`src/rtl/dma_mm2s_burst_engine.sv`:
```
// MM2S DMA burst engine: splits a (address, beat-count) command into AXI4 INCR
// read bursts that never cross a 4 KB page, and forwards the data to AXI-Stream.
module dma_mm2s_burst_engine #(
  parameter int ADDR_WIDTH = 32,
  parameter int DATA_WIDTH = 32,
  parameter int LEN_WIDTH  = 16,
  parameter int MAX_BURST  = 16
) (
  input  logic                  clk,
  input  logic                  rst,
  input  logic                  i_cmd_valid,
  output logic                  o_cmd_ready,
  input  logic [ADDR_WIDTH-1:0] i_cmd_addr,
  input  logic [LEN_WIDTH-1:0]  i_cmd_len,
  output logic                  o_busy,
  output logic                  o_done,
  output logic                  o_err,
  output logic [ADDR_WIDTH-1:0] m_axi_araddr,
  output logic [7:0]            m_axi_arlen,
  output logic [2:0]            m_axi_arsize,
  output logic [1:0]            m_axi_arburst,
  output logic                  m_axi_arvalid,
  input  logic                  m_axi_arready,
  input  logic [DATA_WIDTH-1:0] m_axi_rdata,
  input  logic [1:0]            m_axi_rresp,
  input  logic                  m_axi_rlast,
  input  logic                  m_axi_rvalid,
  output logic                  m_axi_rready,
  output logic [DATA_WIDTH-1:0] m_axis_tdata,
  output logic                  m_axis_tlast,
  output logic                  m_axis_tvalid,
  input  logic                  m_axis_tready
);

  localparam int BYTES = DATA_WIDTH / 8;
  localparam int SIZE  = $clog2(BYTES);
  // Intermediate width wide enough for the remaining count and the page room (up to 4096).
  localparam int CW    = (LEN_WIDTH + 1 > 14) ? LEN_WIDTH + 1 : 14;
  localparam logic [ADDR_WIDTH-1:0] ALIGN_MASK = {ADDR_WIDTH{1'b1}} << SIZE;

  typedef enum logic [1:0] {
    S_IDLE,
    S_ADDR,
    S_DATA,
    S_DONE
  } state_t;

  state_t                state_q, state_d;
  logic [ADDR_WIDTH-1:0] addr_q, addr_d;
  logic [LEN_WIDTH-1:0]  rem_q, rem_d;
  logic [8:0]            beat_cnt_q, beat_cnt_d;
  logic                  err_q, err_d;
  logic [ADDR_WIDTH-1:0] araddr_q, araddr_d;
  logic [7:0]            arlen_q, arlen_d;
  logic [8:0]            burst_beats;
  logic                  r_hs;
  logic [ADDR_WIDTH-1:0] burst_bytes;

  function automatic logic [8:0] calc_beats(input logic [ADDR_WIDTH-1:0] a,
                                            input logic [LEN_WIDTH-1:0]  r);
    logic [CW-1:0] rem_w;
    logic [CW-1:0] room_w;
    logic [CW-1:0] max_w;
    logic [CW-1:0] b;
    rem_w  = CW'(r);
    room_w = CW'((13'd4096 - {1'b0, a[11:0]}) >> SIZE);
    max_w  = CW'(MAX_BURST);
    b = rem_w;
    if (room_w < b) b = room_w;
    if (max_w < b)  b = max_w;
    return b[8:0];
  endfunction

  assign r_hs        = (state_q == S_DATA) && m_axi_rvalid && m_axis_tready;
  assign burst_bytes = ADDR_WIDTH'({1'b0, arlen_q} + 9'd1) << SIZE;

  always_comb begin
    state_d     = state_q;
    addr_d      = addr_q;
    rem_d       = rem_q;
    beat_cnt_d  = beat_cnt_q;
    err_d       = err_q;
    araddr_d    = araddr_q;
    arlen_d     = arlen_q;
    burst_beats = '0;
    case (state_q)
      S_IDLE: begin
        if (i_cmd_valid && o_cmd_ready) begin
          addr_d = i_cmd_addr & ALIGN_MASK;
          rem_d  = i_cmd_len;
          err_d  = 1'b0;
          if (i_cmd_len == '0) begin
            state_d = S_DONE;
          end else begin
            state_d     = S_ADDR;
            burst_beats = calc_beats(addr_d, rem_d);
            araddr_d    = addr_d;
            arlen_d     = 8'(burst_beats - 9'd1);
          end
        end
      end
      S_ADDR: begin
        if (m_axi_arready) begin
          state_d    = S_DATA;
          beat_cnt_d = {1'b0, arlen_q} + 9'd1;
        end
      end
      S_DATA: begin
        if (r_hs) begin
          beat_cnt_d = beat_cnt_q - 9'd1;
          rem_d      = rem_q - 1'b1;
          if (m_axi_rresp != 2'b00) err_d = 1'b1;
          if (m_axi_rlast != (beat_cnt_q == 9'd1)) err_d = 1'b1;
          if (beat_cnt_q == 9'd1) begin
            addr_d = addr_q + burst_bytes;
            if (rem_q == LEN_WIDTH'(1)) begin
              state_d = S_DONE;
            end else begin
              // Next burst is sized from the post-increment address and count.
              state_d     = S_ADDR;
              burst_beats = calc_beats(addr_d, rem_d);
              araddr_d    = addr_d;
              arlen_d     = 8'(burst_beats - 9'd1);
            end
          end
        end
      end
      S_DONE: state_d = S_IDLE;
      default: state_d = S_IDLE;
    endcase
  end

  always_ff @(posedge clk) begin
    if (rst) begin
      state_q    <= S_IDLE;
      addr_q     <= '0;
      rem_q      <= '0;
      beat_cnt_q <= '0;
      err_q      <= 1'b0;
      araddr_q   <= '0;
      arlen_q    <= '0;
    end else begin
      state_q    <= state_d;
      addr_q     <= addr_d;
      rem_q      <= rem_d;
      beat_cnt_q <= beat_cnt_d;
      err_q      <= err_d;
      araddr_q   <= araddr_d;
      arlen_q    <= arlen_d;
    end
  end

  assign o_cmd_ready   = (state_q == S_IDLE) && !rst;
  assign o_busy        = (state_q != S_IDLE);
  assign o_done        = (state_q == S_DONE);
  assign o_err         = (state_q == S_DONE) && err_q;
  assign m_axi_araddr  = araddr_q;
  assign m_axi_arlen   = arlen_q;
  assign m_axi_arsize  = 3'(SIZE);
  assign m_axi_arburst = 2'b01;
  assign m_axi_arvalid = (state_q == S_ADDR);
  // R channel is a straight passthrough so downstream backpressure stalls the slave.
  assign m_axi_rready  = (state_q == S_DATA) && m_axis_tready;
  assign m_axis_tvalid = (state_q == S_DATA) && m_axi_rvalid;
  assign m_axis_tdata  = m_axi_rdata;
  assign m_axis_tlast  = (state_q == S_DATA) && m_axi_rvalid &&
                         (beat_cnt_q == 9'd1) && (rem_q == LEN_WIDTH'(1));

endmodule

```
`config.mk`:
```
export PLATFORM = sky130hd
export DESIGN_NAME = dma_mm2s_burst_engine
export DESIGN_NICKNAME = d
export VERILOG_FILES = /design/src/rtl/dma_mm2s_burst_engine.sv
export SDC_FILE = /design/constraint.sdc
export NUM_CORES = 1
export LEC_CHECK = 0
export ABC_AREA = 0
export CAP_MARGIN = 20
export CORE_MARGIN = 2
export CORE_UTILIZATION = 40
export DETAILED_ROUTE_END_ITERATION = 12
export PLACE_DENSITY = 0.63
export SYNTH_ARGS = -nofsm -noshare
export SYNTH_HDL_FRONTEND = slang
export SYNTH_SLANG_ARGS = --single-unit
```
`constraint.sdc`:
```
create_clock -name clk -period 7.9 [get_ports clk]
set_input_delay 2.37 -clock clk [delete_from_list [all_inputs] [get_ports clk]]
set_output_delay 2.37 -clock clk [all_outputs]
set_load 0.01 [all_outputs]
```
; ---- Yosys cells after proc, flatten, opt, wreduce, memory -nomap -nowiden
; Cells that the tools add are included.
[word_totals]
regBits = 100
input_bits = 89
output_inout_bits = 85
elab_cells = 106
[op_classes]
n_addsub = 9
order_cmp = 4
eq_ne = 13
mux = 52
reduce_logical = 21
[ops]
columns = op, n
row1 = $mux 32, 8
row2 = $pmux 32 s2, 2
row3 = $mux 17, 7
row4 = $mux 8, 14
row5 = $mux 16, 4
row6 = $lt 5x17->1 const A, 2
row7 = $add 32x11->32, 1
row8 = $lt 15x16->1, 2
row9 = $pmux 16 s2, 1
row10 = $sub 13x12->14 const A, 2
row11 = $add 8x1->9 const B, 2
row12 = $mux 9, 2
row13 = $pmux 9 s2, 1
row14 = $eq 16x1->1 const B, 1
row15 = $logic_not 16->1, 1
row16 = $pmux 8 s2, 1
row17 = $sub 16x1->16 const B, 1
row18 = $sub 8x1->8 const B, 2
row19 = $mux 2, 6
row20 = $reduce_and 4->1, 3
row21 = $eq 9x1->1 const B, 1
row22 = $sub 9x1->9 const B, 1
row23 = $logic_and 1x1->1, 8
row24 = $ne 2x2->1 const B, 4
row25 = other kinds (13), 22

; ---- Longest topological paths before layout
[depth]
ltp_word = 20
mapped_depth = 24
ltp_nobuf = 23

; ---- Least setup slack after synthesis
; OpenSTA, ideal clock, no wires.
[synth_path]
path_kind = in2reg
startpoint = input port i_cmd_addr[2]
endpoint = register arlen_q[4], in the netlist m_axi_arlen[4]
setup_ns = 0.088
arrival_ns = 6.183
required_ns = 7.812
slack_ns = 1.629
stages = 18
n_path_buf = 2
cell_sequence = clkbuf_1 -> inv_1 -> ha_1 -> or3b_2 -> nor2_1 -> xnor2_1 -> ha_1 -> and3_1 -> o2111ai_1 -> a311oi_1 -> buf_1 -> mux2_2 -> nor2_1 -> a21oi_1 -> ha_1 -> a21boi_0 -> a21o_1 -> a311oi_2
[synth_between]
elab_chain_len = 15
[synth_lines]
columns = item, line_no
row1 = from (decl), 13  ; input logic [ADDR_WIDTH-1:0] i_cmd_addr,
row2 = $sub 13x12->14 *, 66  ; room_w = CW'((13'd4096 - {1'b0, a[11:0]}) >> SIZE);
row3 = $lt 15x16->1, 69  ; if (room_w < b) b = room_w;
row4 = $mux 16 *, 69
row5 = $mux 17 *, 92  ; if (i_cmd_len == '0) begin
row6 = $mux 17 *, 88  ; if (i_cmd_valid && o_cmd_ready) begin
row7 = $mux 17 *, 86  ; case (state_q)
row8 = $lt 5x17->1, 70  ; if (max_w < b) b = max_w;
row9 = $mux 8 *, 70
row10 = $mux 8 *, 92
row11 = $mux 8 *, 88
row12 = $mux 8 *, 86
row13 = $sub 8x1->8 *, 98  ; arlen_d = 8'(burst_beats - 9'd1);
row14 = $mux 8 *, 92
row15 = $mux 8 *, 88
row16 = $pmux 8 s2 *, 86
row17 = to (signal assigned), 149  ; arlen_q <= arlen_d;
row18 = to (decl), 54  ; logic [7:0] arlen_q, arlen_d;
; Mark *: on every way between the ends. The rest lies on a longest branch, timed or not. The select of a mux whose other input is x is not followed.
; A chain may end at the register's enable or synchronous reset.

; ---- Worst setup path in the final report
; Same ends and word-level chain as after synthesis.

==> impl_metrics.ini <==
[clocking]
cts-hold-fix-buffers = 0
cts_root_cell = sky130_fd_sc_hd__clkbuf_16
worst_setup_hold_path_clk_slew_ns = 0.08
tritoncts = yes
cts_resized = 0
numCtsBuffers = 9
postCtsSetupBuffers = 0
clock_sink_count = 100
htree_num_levels = 3
clk_latency_ns = 0.36
cts_buffer_depth = 2

[routing]
residual_drc = 0
dr.pass1.iters = 5
drt-initial-drc-count = 443
ant_nets = 0
vias_per_cell = 5.65
totalWireLength_mm = 22.4
routed_wire_length_per_instance_um = 17.1
detailroute.via_count = 7400

[sta]
skew_ns = 0.0146
fin_tns_setup_ns = 0
finalHoldViolations = 0
layout_worst_path_cycle_share = 0.848
rel_slew_slack = 0.383
fin_ws_ns = 1.20
post-route-min-period_ns = 6.70
timing.fmax_mhz = 149
rsz0062_at_grt = no
setup_viol = 0
worst_slew_pin_slew_ns = 0.926
finalMaxSlewViolations = 0

[grt]
grt_max_degree = 88
grt_first_pass_wirelength_mm = 36.4
globalRouteOverflowTotal = 0
grt_antenna_before_repair = 0
grt_util_all_layers = 0.225
grt_pass1_vias = 7084

[logic_synthesis]
unique_masters_post_synth = 77
ys_seq_elements = 100
yosysWarningCount = 0
synth-edff-count = 0
synthArstFlopShare = 0
synthesis.instances = 1047
synthesized_area_per_cell_um2 = 7.28
mappedNetlistArea_um2 = 7620
fraction_of_the_yosys_area_taken_by_sequential_cells = 0.263
ys.flop_type = sky130_fd_sc_hd__dfxtp_1

[power]
post-layout-total-power_uw = 1530
leakage_uw = 0.00321
power.density_cell_area_nw_per_um2 = 173
peakVddDrop_mv = 0.120

[worst_setup_path]
r2r_start = m_axi_arlen[0]
slowest_stage = sky130_fd_sc_hd__a311oi_2
kind_of_launch_point_of_the_worst_setup_path = input pin
critical_path.max_fanout = 8
timing.critical_path.slowest_cell_delay_ns = 0.72
r2r_slack_ns = 1.29
timing.critical_path.to_type = flop
cp_cell_sequence = clkdlybuf4s50_1 -> inv_1 -> ha_1 -> or3b_2 -> nor2_1 -> xnor2_1 -> ha_1 -> and3_1 -> o2111ai_1 -> a311oi_2 -> mux2_2 -> nor2_1 -> a21oi_1 -> ha_1 -> a21boi_0 -> a21o_1 -> a311oi_2
reg2regPathDepth = 22
worst-endpoint-arrival_ns = 6.98
critPathRequiredTime_ns = 8.18
path_class = in -> reg
critical-path-top-cell-by-count = sky130_fd_sc_hd__ha_1
timing.rr.end = m_axi_arlen[4]

[floorplanning]
die-width_um = 142
initial_utilization = 0.407
die-area_um2 = 20200
io_pins = 174
die_height_um = 142
core_rows = 50
core_area_um2 = 18700

[job]
max_cap_violations = 0

[place]
routabilityCongestion = 0.880
pre_cts_ws_ns = 0.831
hpwlAfterDp_mm = 16.3
placement.io_buffers = 102

[outcome]
status = finished, final reports clean

[cells_and_area]
antenna_cells_inserted = 0
synthToLayoutAreaGrowth_pct = 15.9
finish.net_count = 1197
final_util = 0.472
fraction_of_final_layout_cells_with_drive_strength_greater_than_1 = 0.0623

[hold_path]
timing.hold.worst.start = m_axi_araddr[9]
min_delay_worst_endpoint = m_axi_araddr[9]
worst_hold_path.num_cells = 2
holdCritPathClass = reg -> reg
sequential cells by signal (all words and copies together) (netlist names):
signal        cells
beat_cnt_q        9
m_axi_araddr     32
state_q           2
rem_q            16
err_q             1
addr_q           32
m_axi_arlen       8
cell usage after synthesis, drive strengths merged (13+ instances only):
library cell  count  area share
mux2i            13       0.017
xnor2            33       0.038
a21oi           102       0.067
or3              14       0.011
nor3b            18       0.018
nor2            110       0.054
a211oi           28       0.029
buf              45       0.043
xor2             15       0.017
nor4             13       0.013
dfxtp           100        0.26
nand3            23       0.015
inv              30       0.015
clkbuf           59       0.029
nand2           145       0.071
o21ai            63       0.041
nor3             24       0.016
ha               36       0.059
placed cells by master, fill, tap and decap left out, types with 5 or more instances in the layout:
cell | netlist | final
sky130_fd_sc_hd__nand3b_1 | 7 | 7
sky130_fd_sc_hd__clkdlybuf4s50_1 | 0 | 101
sky130_fd_sc_hd__a211oi_1 | 26 | 26
sky130_fd_sc_hd__o21ai_0 | 62 | 62
sky130_fd_sc_hd__nor4_1 | 12 | 12
sky130_fd_sc_hd__inv_1 | 30 | 30
sky130_fd_sc_hd__nand2b_1 | 7 | 6
sky130_fd_sc_hd__a22oi_1 | 10 | 10
sky130_fd_sc_hd__ha_1 | 36 | 36
sky130_fd_sc_hd__o31ai_1 | 8 | 8
sky130_fd_sc_hd__a31o_2 | 8 | 8
sky130_fd_sc_hd__a211o_1 | 7 | 7
sky130_fd_sc_hd__nor2b_1 | 5 | 5
sky130_fd_sc_hd__nor2_1 | 110 | 108
sky130_fd_sc_hd__mux2i_1 | 13 | 13
sky130_fd_sc_hd__xnor2_1 | 33 | 33
sky130_fd_sc_hd__a21oi_1 | 102 | 101
sky130_fd_sc_hd__clkbuf_16 | 0 | 9
sky130_fd_sc_hd__a31oi_1 | 9 | 9
sky130_fd_sc_hd__and3_1 | 11 | 11
sky130_fd_sc_hd__nor3b_1 | 18 | 18
sky130_fd_sc_hd__nand4_1 | 10 | 10
sky130_fd_sc_hd__o211ai_1 | 9 | 9
sky130_fd_sc_hd__xor2_1 | 15 | 15
sky130_fd_sc_hd__or2_2 | 6 | 6
sky130_fd_sc_hd__a21o_1 | 5 | 5
sky130_fd_sc_hd__nand3_1 | 23 | 23
sky130_fd_sc_hd__and2_1 | 5 | 5
sky130_fd_sc_hd__conb_1 | 2 | 5
sky130_fd_sc_hd__dfxtp_1 | 100 | 100
sky130_fd_sc_hd__buf_4 | 37 | 13
sky130_fd_sc_hd__or4_1 | 6 | 6
sky130_fd_sc_hd__nand2_1 | 145 | 145
sky130_fd_sc_hd__or3_1 | 14 | 14
sky130_fd_sc_hd__nor3_1 | 24 | 24
power breakdown:
group,switching [uW],internal [uW]
combinational,289,206
sequential,34.1,535
clock,236,228
cell type report:
type                    count  area, um2
fillers                  1869       9880
clock buffers               9        225
flip-flops and latches    100       2000
well taps                 234        293
inverters                  30        113
repair buffers            114       1110
multi-input cells         816       5000
clock inverters             7       91.3
worst max path at each step:
| stage | start | cells past startpoint | endpoint |
|---|---|---|---|
| floorplan | i_cmd_addr[2] | 18 | m_axi_arlen[4] |
| global placement | i_cmd_addr[2] | 17 | m_axi_arlen[4] |
| detailed placement | i_cmd_addr[2] | 17 | m_axi_arlen[4] |
| CTS | i_cmd_addr[2] | 17 | m_axi_arlen[4] |
| global route | m_axi_arlen[0] | 22 | m_axi_arlen[4] |
| finish | i_cmd_addr[2] | 17 | m_axi_arlen[4] |
worst max-delay path, delay by kind of cell:
kind                     cells  cell delay (ns)
AND/OR/NAND/NOR              4             1.02
multiplexers                 1             0.45
XOR/XNOR                     1             0.08
AO/OA/AOI/OAI                6             1.57
adder cells (fa/ha/maj)      3             0.76
buffers and inverters        2             0.70
metal layers:
metal,GRT usage,up-vias,part of all wire
met2,0.389,174,0.48
met4,0.0737,0,0.022
li1,-,3746,-
met1,0.286,3450,0.45
met5,0,-,0
met3,0.0367,30,0.043
stage by stage:
step | hold WS (ns) | cell area, um2 | std cells
after floorplan | 0.432 | 7630 | 1050
after global placement | 0.440 | 8510 | 1294
after detailed placement | 0.449 | 8510 | 1294
after CTS | 0.463 | 8830 | 1310
after global routing | 0.476 | 8830 | 1310
final | 0.459 | 8830 | 1310
kinds of logic after synthesis:
group                    after synthesis  synth area share
flip-flops                           100             0.263
AND/OR/NAND/NOR                      428             0.278
other                                  2          0.000986
buffers and inverters                134            0.0867
AO/OA/AOI/OAI                        283             0.234
multiplexers                          15            0.0200
XOR/XNOR                              48            0.0552
adder cells (fa/ha/maj)               37            0.0618
(Power assumes the default switching activity.)
